`src/rtl/r2_mul_issue_ctrl.sv`:
```
// Operand FIFO and issue controller for the radix-2 shift-add multiplier.
// One product is outstanding at a time. A watchdog turns a lost product into an error result.
module r2_mul_issue_ctrl #(
  parameter int DWIDTH  = 8,
  parameter int OWIDTH  = 2*DWIDTH,
  parameter int DEPTH   = 4,
  parameter int TIMEOUT = 32
) (
  input  logic                     clk,
  input  logic                     rstn,
  input  logic                     s_valid,
  output logic                     s_ready,
  input  logic [DWIDTH-1:0]        s_x,
  input  logic [DWIDTH-1:0]        s_y,
  output logic                     mul_i_valid,
  output logic [DWIDTH-1:0]        mul_x,
  output logic [DWIDTH-1:0]        mul_y,
  input  logic [OWIDTH-1:0]        mul_z,
  input  logic                     mul_o_valid,
  output logic                     m_valid,
  input  logic                     m_ready,
  output logic [OWIDTH-1:0]        m_z,
  output logic                     m_err,
  output logic [$clog2(DEPTH):0]   fifo_count,
  output logic                     busy
);

  localparam int AW = $clog2(DEPTH);
  localparam int CW = AW + 1;
  localparam int TW = $clog2(TIMEOUT + 1);

  typedef enum logic [1:0] {IDLE, ISSUE, WAIT} state_t;

  state_t                  state;
  logic [2*DWIDTH-1:0]     mem [DEPTH];
  logic [AW-1:0]           wr_ptr;
  logic [AW-1:0]           rd_ptr;
  logic [CW-1:0]           count;
  logic [TW-1:0]           wait_cnt;
  logic [TW-1:0]           wait_inc;
  logic                    push;
  logic                    pop;

  assign s_ready    = (count < CW'(DEPTH));
  assign push       = s_valid && s_ready;
  assign pop        = (state == IDLE) && (count != '0) && !m_valid;
  assign fifo_count = count;
  assign busy       = (state != IDLE);
  assign wait_inc   = wait_cnt + TW'(1);

  always_ff @(posedge clk) begin
    if (push) mem[wr_ptr] <= {s_x, s_y};
  end

  // Pointers wrap naturally because DEPTH is a power of two.
  always_ff @(posedge clk) begin
    if (!rstn) begin
      wr_ptr <= '0;
      rd_ptr <= '0;
      count  <= '0;
    end else begin
      if (push) wr_ptr <= wr_ptr + AW'(1);
      if (pop)  rd_ptr <= rd_ptr + AW'(1);
      case ({push, pop})
        2'b10:   count <= count + CW'(1);
        2'b01:   count <= count - CW'(1);
        default: count <= count;
      endcase
    end
  end

  // The watchdog compares the incremented count, so the ISSUE cycle is counted and
  // an error result appears exactly TIMEOUT cycles after the start pulse.
  always_ff @(posedge clk) begin
    if (!rstn) begin
      state       <= IDLE;
      mul_i_valid <= 1'b0;
      mul_x       <= '0;
      mul_y       <= '0;
      wait_cnt    <= '0;
      m_valid     <= 1'b0;
      m_z         <= '0;
      m_err       <= 1'b0;
    end else begin
      mul_i_valid <= 1'b0;
      if (m_valid && m_ready) m_valid <= 1'b0;
      case (state)
        IDLE: begin
          if (pop) begin
            {mul_x, mul_y} <= mem[rd_ptr];
            mul_i_valid    <= 1'b1;
            state          <= ISSUE;
          end
        end
        ISSUE: begin
          wait_cnt <= '0;
          state    <= WAIT;
        end
        WAIT: begin
          wait_cnt <= wait_inc;
          if (mul_o_valid) begin
            m_z     <= mul_z;
            m_err   <= 1'b0;
            m_valid <= 1'b1;
            state   <= IDLE;
          end else if (wait_inc == TW'(TIMEOUT - 1)) begin
            m_z     <= '0;
            m_err   <= 1'b1;
            m_valid <= 1'b1;
            state   <= IDLE;
          end
        end
        default: state <= IDLE;
      endcase
    end
  end

endmodule

```
`config.mk`:
```
export PLATFORM = sky130hd
export DESIGN_NAME = r2_mul_issue_ctrl
export DESIGN_NICKNAME = d
export VERILOG_FILES = /design/src/rtl/r2_mul_issue_ctrl.sv
export SDC_FILE = /design/constraint.sdc
export NUM_CORES = 1
export LEC_CHECK = 0
export CORE_UTILIZATION = 50
export CTS_BUF_LIST = sky130_fd_sc_hd__clkbuf_4
export CTS_CLUSTER_DIAMETER = 40
export CTS_CLUSTER_SIZE = 30
export DETAILED_ROUTE_END_ITERATION = 8
export PLACE_DENSITY = 0.86
export SLEW_MARGIN = 25
export SYNTH_ARGS = -nofsm -noshare
export SYNTH_HDL_FRONTEND = slang
export SYNTH_SLANG_ARGS = --single-unit
```
`constraint.sdc`:
```
create_clock -name clk -period 2.45 [get_ports clk]
set_input_delay 0.245 -clock clk [delete_from_list [all_inputs] [get_ports clk]]
set_output_delay 0.245 -clock clk [all_outputs]
set_load 0.005 [all_outputs]
```
# After elaboration in Yosys (flattened, before gate mapping)
# Memories as Yosys holds them, arrays and structs flattened. A register that Yosys moved wholly into a read port is not among the register bits.
# Cells that the tools add are included.
# word_totals
mem_count	1
ramBits	64
output_inout_bits	40
register_bits	34
# op_classes
n_eq_ne	7
reduce_logical	16
addsub	5
order_cmp	1
muxes	17
# mem_list
memory	words	width	rd	rd_ports_with_merged_regs	wr	line	text
mem	4	16	1	1	1	35	logic [2*DWIDTH-1:0] mem [DEPTH];
# ops
operator	count
$mux W16	2
$pmux W6 S2	1
$mux W1	9
$reduce_and A2 Y1	4
$reduce_bool A2 Y1	4
$add A6 B1 Y6 const B	1
$eq A6 B5 Y1 const B	1
$mux W2	3
$pmux W2 S3	1
$pmux W3 S2	1
$add A2 B1 Y2 const B	2
$eq A2 B1 Y1 const B	2
$eq A2 B2 Y1 const B	2
$logic_and A1 B1 Y1	4
$add A3 B1 Y3 const B	1
$lt A3 B3 Y1 const B	1
$ne A3 B3 Y1 const B	1
$reduce_bool A3 Y1	1
$sub A3 B1 Y3 const B	1
$logic_not A1 Y1	2
$logic_not A2 Y1	1
$ne A2 B2 Y1 const B	1

# Logic depth before layout (Yosys ltp)
# logic_depth
word_depth	5
ltp_mapped	11
depth_no_buf	10

# Least setup slack after synthesis
# OpenSTA, ideal clock, no wires.
# synth_timing
path_kind	register to register
from	register count[0] (netlist: fifo_count[0])
to	register count[2] (netlist: fifo_count[2])
period_less_slack_ns	2.437
slack_ns	0.013
arrival_time_ns	2.366
required_time_ns	2.379
setup_ns	0.071
path_buffers	1
stages_incl_launch_ff	12
cell_sequence	dfxtp_1 -> nor3_1 -> nor2_1 -> nand2_1 -> inv_2 -> buf_1 -> ha_1 -> inv_1 -> fa_1 -> xor2_1 -> or3_1 -> a21oi_1
# synth_between
elab_chain_len	5
elab_cells_between_ends	11
classes_between	add/sub (2); order compare (1); eq/ne (2); mux (1); reduce/logical (5)
# synth_rtl
item	line	text
from (decl)	38	logic [CW-1:0] count;
from (signal assigned)	65	2'b10: count <= count + CW'(1);
from (signal assigned)	66	2'b01: count <= count - CW'(1);
from (signal assigned)	67	default: count <= count;
$reduce_bool A3 Y1 (*)	46	assign pop = (state == IDLE) && (count != '0) && !m_valid;
$logic_and A1 B1 Y1 (*) (2 in a row)	46	
named net pop	42	logic pop;
$eq A2 B1 Y1 / $eq A2 B2 Y1 (equally long branches)	64	case ({push, pop})
$pmux W3 S2 / $reduce_bool A2 Y1 (equally long branches)	--	
# The timed path passes the listed nets; every way through them passes the cells marked *.
# A chain may end at the register's enable or synchronous reset.

# Worst setup path after layout
# layout_timing
from	register state[1]
to	register count[2] (netlist: fifo_count[2])
# layout_between
elab_chain_len	5
elab_cells_between_ends	7
classes_between	eq/ne (2); mux (1); reduce/logical (4)
# layout_rtl
item	line	text
from (decl)	34	state_t state;
from (signal assigned)	76	state <= IDLE;
from (signal assigned)	92	state <= ISSUE;
from (signal assigned)	97	state <= WAIT;
$logic_not A2 Y1 (*)	46	
$logic_and A1 B1 Y1 (*) (2 in a row)	46	
$eq A2 B1 Y1 / $eq A2 B2 Y1 (equally long branches)	64	
$pmux W3 S2 / $reduce_bool A2 Y1 (equally long branches)	--	
# Every way passes the cells marked *; elsewhere a longest branch is shown, timed or not.

==> metrics.cfg <==
[outcome]
outcome = complete, but fails checks
violations = design-rule violations

[timing]
post-route-period-util_pct = 84.3
finClkSkew_ns = 0.0155
slew_viol_final = 0
min_period_ns = 2.06
worst_pin_slew_ns = 0.553
finalSetupViolations = 0
holdWs_ns = 0.359
tns_ns = 0
max_freq_mhz = 484
max-slew-margin-rel_pct = 63.1
grt_setup_unrepaired = false
setup_ws_ns = 0.386
hold_viol = 0

[floorplanning]
die_area_um2 = 9590
core_um2 = 8810
io_pins = 77
rows = 34
die_w_um = 97.9
initial_core_util_pct = 52.2
die_h_um = 97.9

[cts]
ctsResizeCount = 0
cts_hold_repair.buffers = 0
cts_tree = built
ctsHtreeMaxLevel = 4
cts.clk_slew.worst_paths_ns = 0.11
cts_root_buf = clkbuf_4
post_cts_buffers = 0
cts_buffers = 17
clk_latency_ns = 0.48
cts_sinks = 114
cts_buffer_depth = 2

[synthesis]
synth_edf_count = 64
ys_ff_latch = 114
postSynthCellCount = 355
yosysSeqAreaShare_pct = 63.5
yosysUniqueCellTypes = 38
syn_area_um2 = 4600
syn_area_per_cell_um2 = 13.0
synth_warnings = 0
synth_nets = 404
synth_ff_type = edfxtp_1
synthArstFlopShare_pct = 0

[power]
clkPwrFrac_pct = 22.7
power.share.switching_pct = 32.7
combPwrFrac_pct = 32.4
p_seq_share_pct = 45.0
internal_power_w = 0.00373
p_per_area_nw_per_um2 = 956
p_leak_nw = 1.93
power_switching_w = 0.00181
max-vdd-ir-drop_v = 0.000650

[drt]
vias = 3068
drt-wirelength-per-cell_um = 16.2
drt-pass1-iter-count = 8
wirelength_mm = 9.14
drtAntennaViolNets = 0
drc_errors = 10
vias_per_cell = 5.43
drt_iter0_drc = 152

[setup_path]
worstPathMaxFanout = 3
cp.buffers_inverters = 3
critical_path.slowest_cell = fa_1
cp-end-kind = register
crit_type = reg2reg
critPathRequiredTime_ns = 2.86
arrival_ns = 2.47
cp_top_family = adder cells
start_kind = register
cp_slowest_stage_delay_ns = 0.38
path_cells = inv_1, ha_1, nand2_1, inv_2, ha_1, inv_1, fa_1, xor2_1, or3_1, a21oi_1

[place]
place_area_um2 = 5540
dp.final_hpwl_mm = 5.96
gp_routability_congestion = 0.772
place_ws_ns = 0.316
portBuffers = 76

[cells_and_area]
layout_common_cells = 76 x clkdlybuf4s50_1, 64 x nand2_1, 64 x edfxtp_1, 50 x dfxtp_1, 40 x a21oi_1
nets = 493
synthToLayoutAreaGrowth_pct = 26.1
mostFrequentLayoutCell = clkdlybuf4s50_1
antenna_cells = 0
final_area_um2 = 5800
drive_gt1_share_pct = 17.3

[global_routing]
grt_max_degree = 33
grt_pass1_wl_mm = 14.9
grt_util_all_layers_pct = 20.3
antenna_found_initial = 0
grt-ovfl-total = 0
grt_pass1_vias = 3134

[run]
maxCapViolations = 0

[worst_hold_path]
hp-class = in2reg

[worst reg2reg max path: stages, from the launching register on]
cell	delay (ns)
dfxtp_1	0.35
inv_1	0.11
ha_1	0.18
nand2_1	0.08
inv_2	0.07
ha_1	0.17
inv_1	0.06
fa_1	0.38
xor2_1	0.16
or3_1	0.31
a21oi_1	0.14
[power by group through the flow]
stage	sequential (W)	clock (W)	combinational, W
global placement	0.00251	0	0.00175
floorplan	0.00251	0	0.00101
CTS	0.00250	0.00129	0.00182
finish	0.00249	0.00126	0.00179
detailed placement	0.00253	0	0.00180
global route	0.00253	0.00138	0.00198
[routing by layer]
metal,share of wire (%),vias up,track usage [%]
li1,-,1468,-
met1,42,1485,24.9
met2,50,105,34.3
met3,6.6,10,5.37
met4,1.1,0,8.16
met5,0,-,0
[synthesized netlist by cell type, types with 2 or more instances]
library cell  count  area share, %
xor2_1            3           0.57
nor3_1            4           0.44
and2_1            5           0.68
inv_1            13            1.1
a21oi_1          40            4.4
nand2_1          64            5.2
edfxtp_1         64             42
nor2b_1           2           0.27
a311oi_1          7            1.3
mux2i_1           2           0.44
mux4_2           16            7.8
inv_2             2           0.16
dfxtp_1          50             22
a311oi_2          9            2.9
clkbuf_1         10           0.82
xnor2_1           4           0.76
nand3_1           2           0.22
o21ai_0           3           0.33
buf_1             4           0.33
ha_1             11            3.0
buf_2             5           0.54
nor2_1           19            1.6
[registers in the layout (all words and copies together) (netlist names)]
signal,cells
m_err,1
mem,64
m_z,16
rd_ptr,2
wr_ptr,2
state,2
m_valid,1
fifo_count,3
mul_x,8
mul_i_valid,1
wait_cnt,6
mul_y,8
[path summary, 6_finish.rpt]
check / from / slack (ns) / depth (start not counted) / to
setup reg to reg: state[1] / 0.39 / 10 / fifo_count[2]
setup / recovery: state[1] / 0.39 / 10 / fifo_count[2]
hold reg to reg: mul_y[4] / 0.46 / 2 / mul_y[4]
hold / removal: mul_z[2] / 0.36 / 3 / m_z[2]
[per-stage QoR]
stage                     instances  util [%]  total power (W)
after floorplan                 355         -          0.00352
after global placement          533      62.9          0.00427
after detailed placement        533      62.9          0.00434
after CTS                       565      65.9          0.00560
after global routing            565      65.9          0.00589
final                           565      65.9          0.00554
[layout make-up]
cell class / count / area [um2]
clock buffers: 17 / 128
flip-flops and latches: 114 / 2920
well taps: 108 / 135
clock inverters: 15 / 135
inverters: 15 / 56.3
repair buffers: 90 / 891
fillers: 660 / 3010
multi-input cells: 206 / 1530
[logic make-up after synthesis]
kind of cell | Yosys count | synth area share [%]
AOI/OAI and AO/OA | 67 | 10.7
xor gates and xnor gates | 7 | 1.33
adders and majority gates | 12 | 3.43
buffers and inverters | 35 | 3.15
DFF | 114 | 63.5
muxes | 18 | 8.27
and+or+nand+nor | 102 | 9.55
Power figures use the tool's default switching activity.
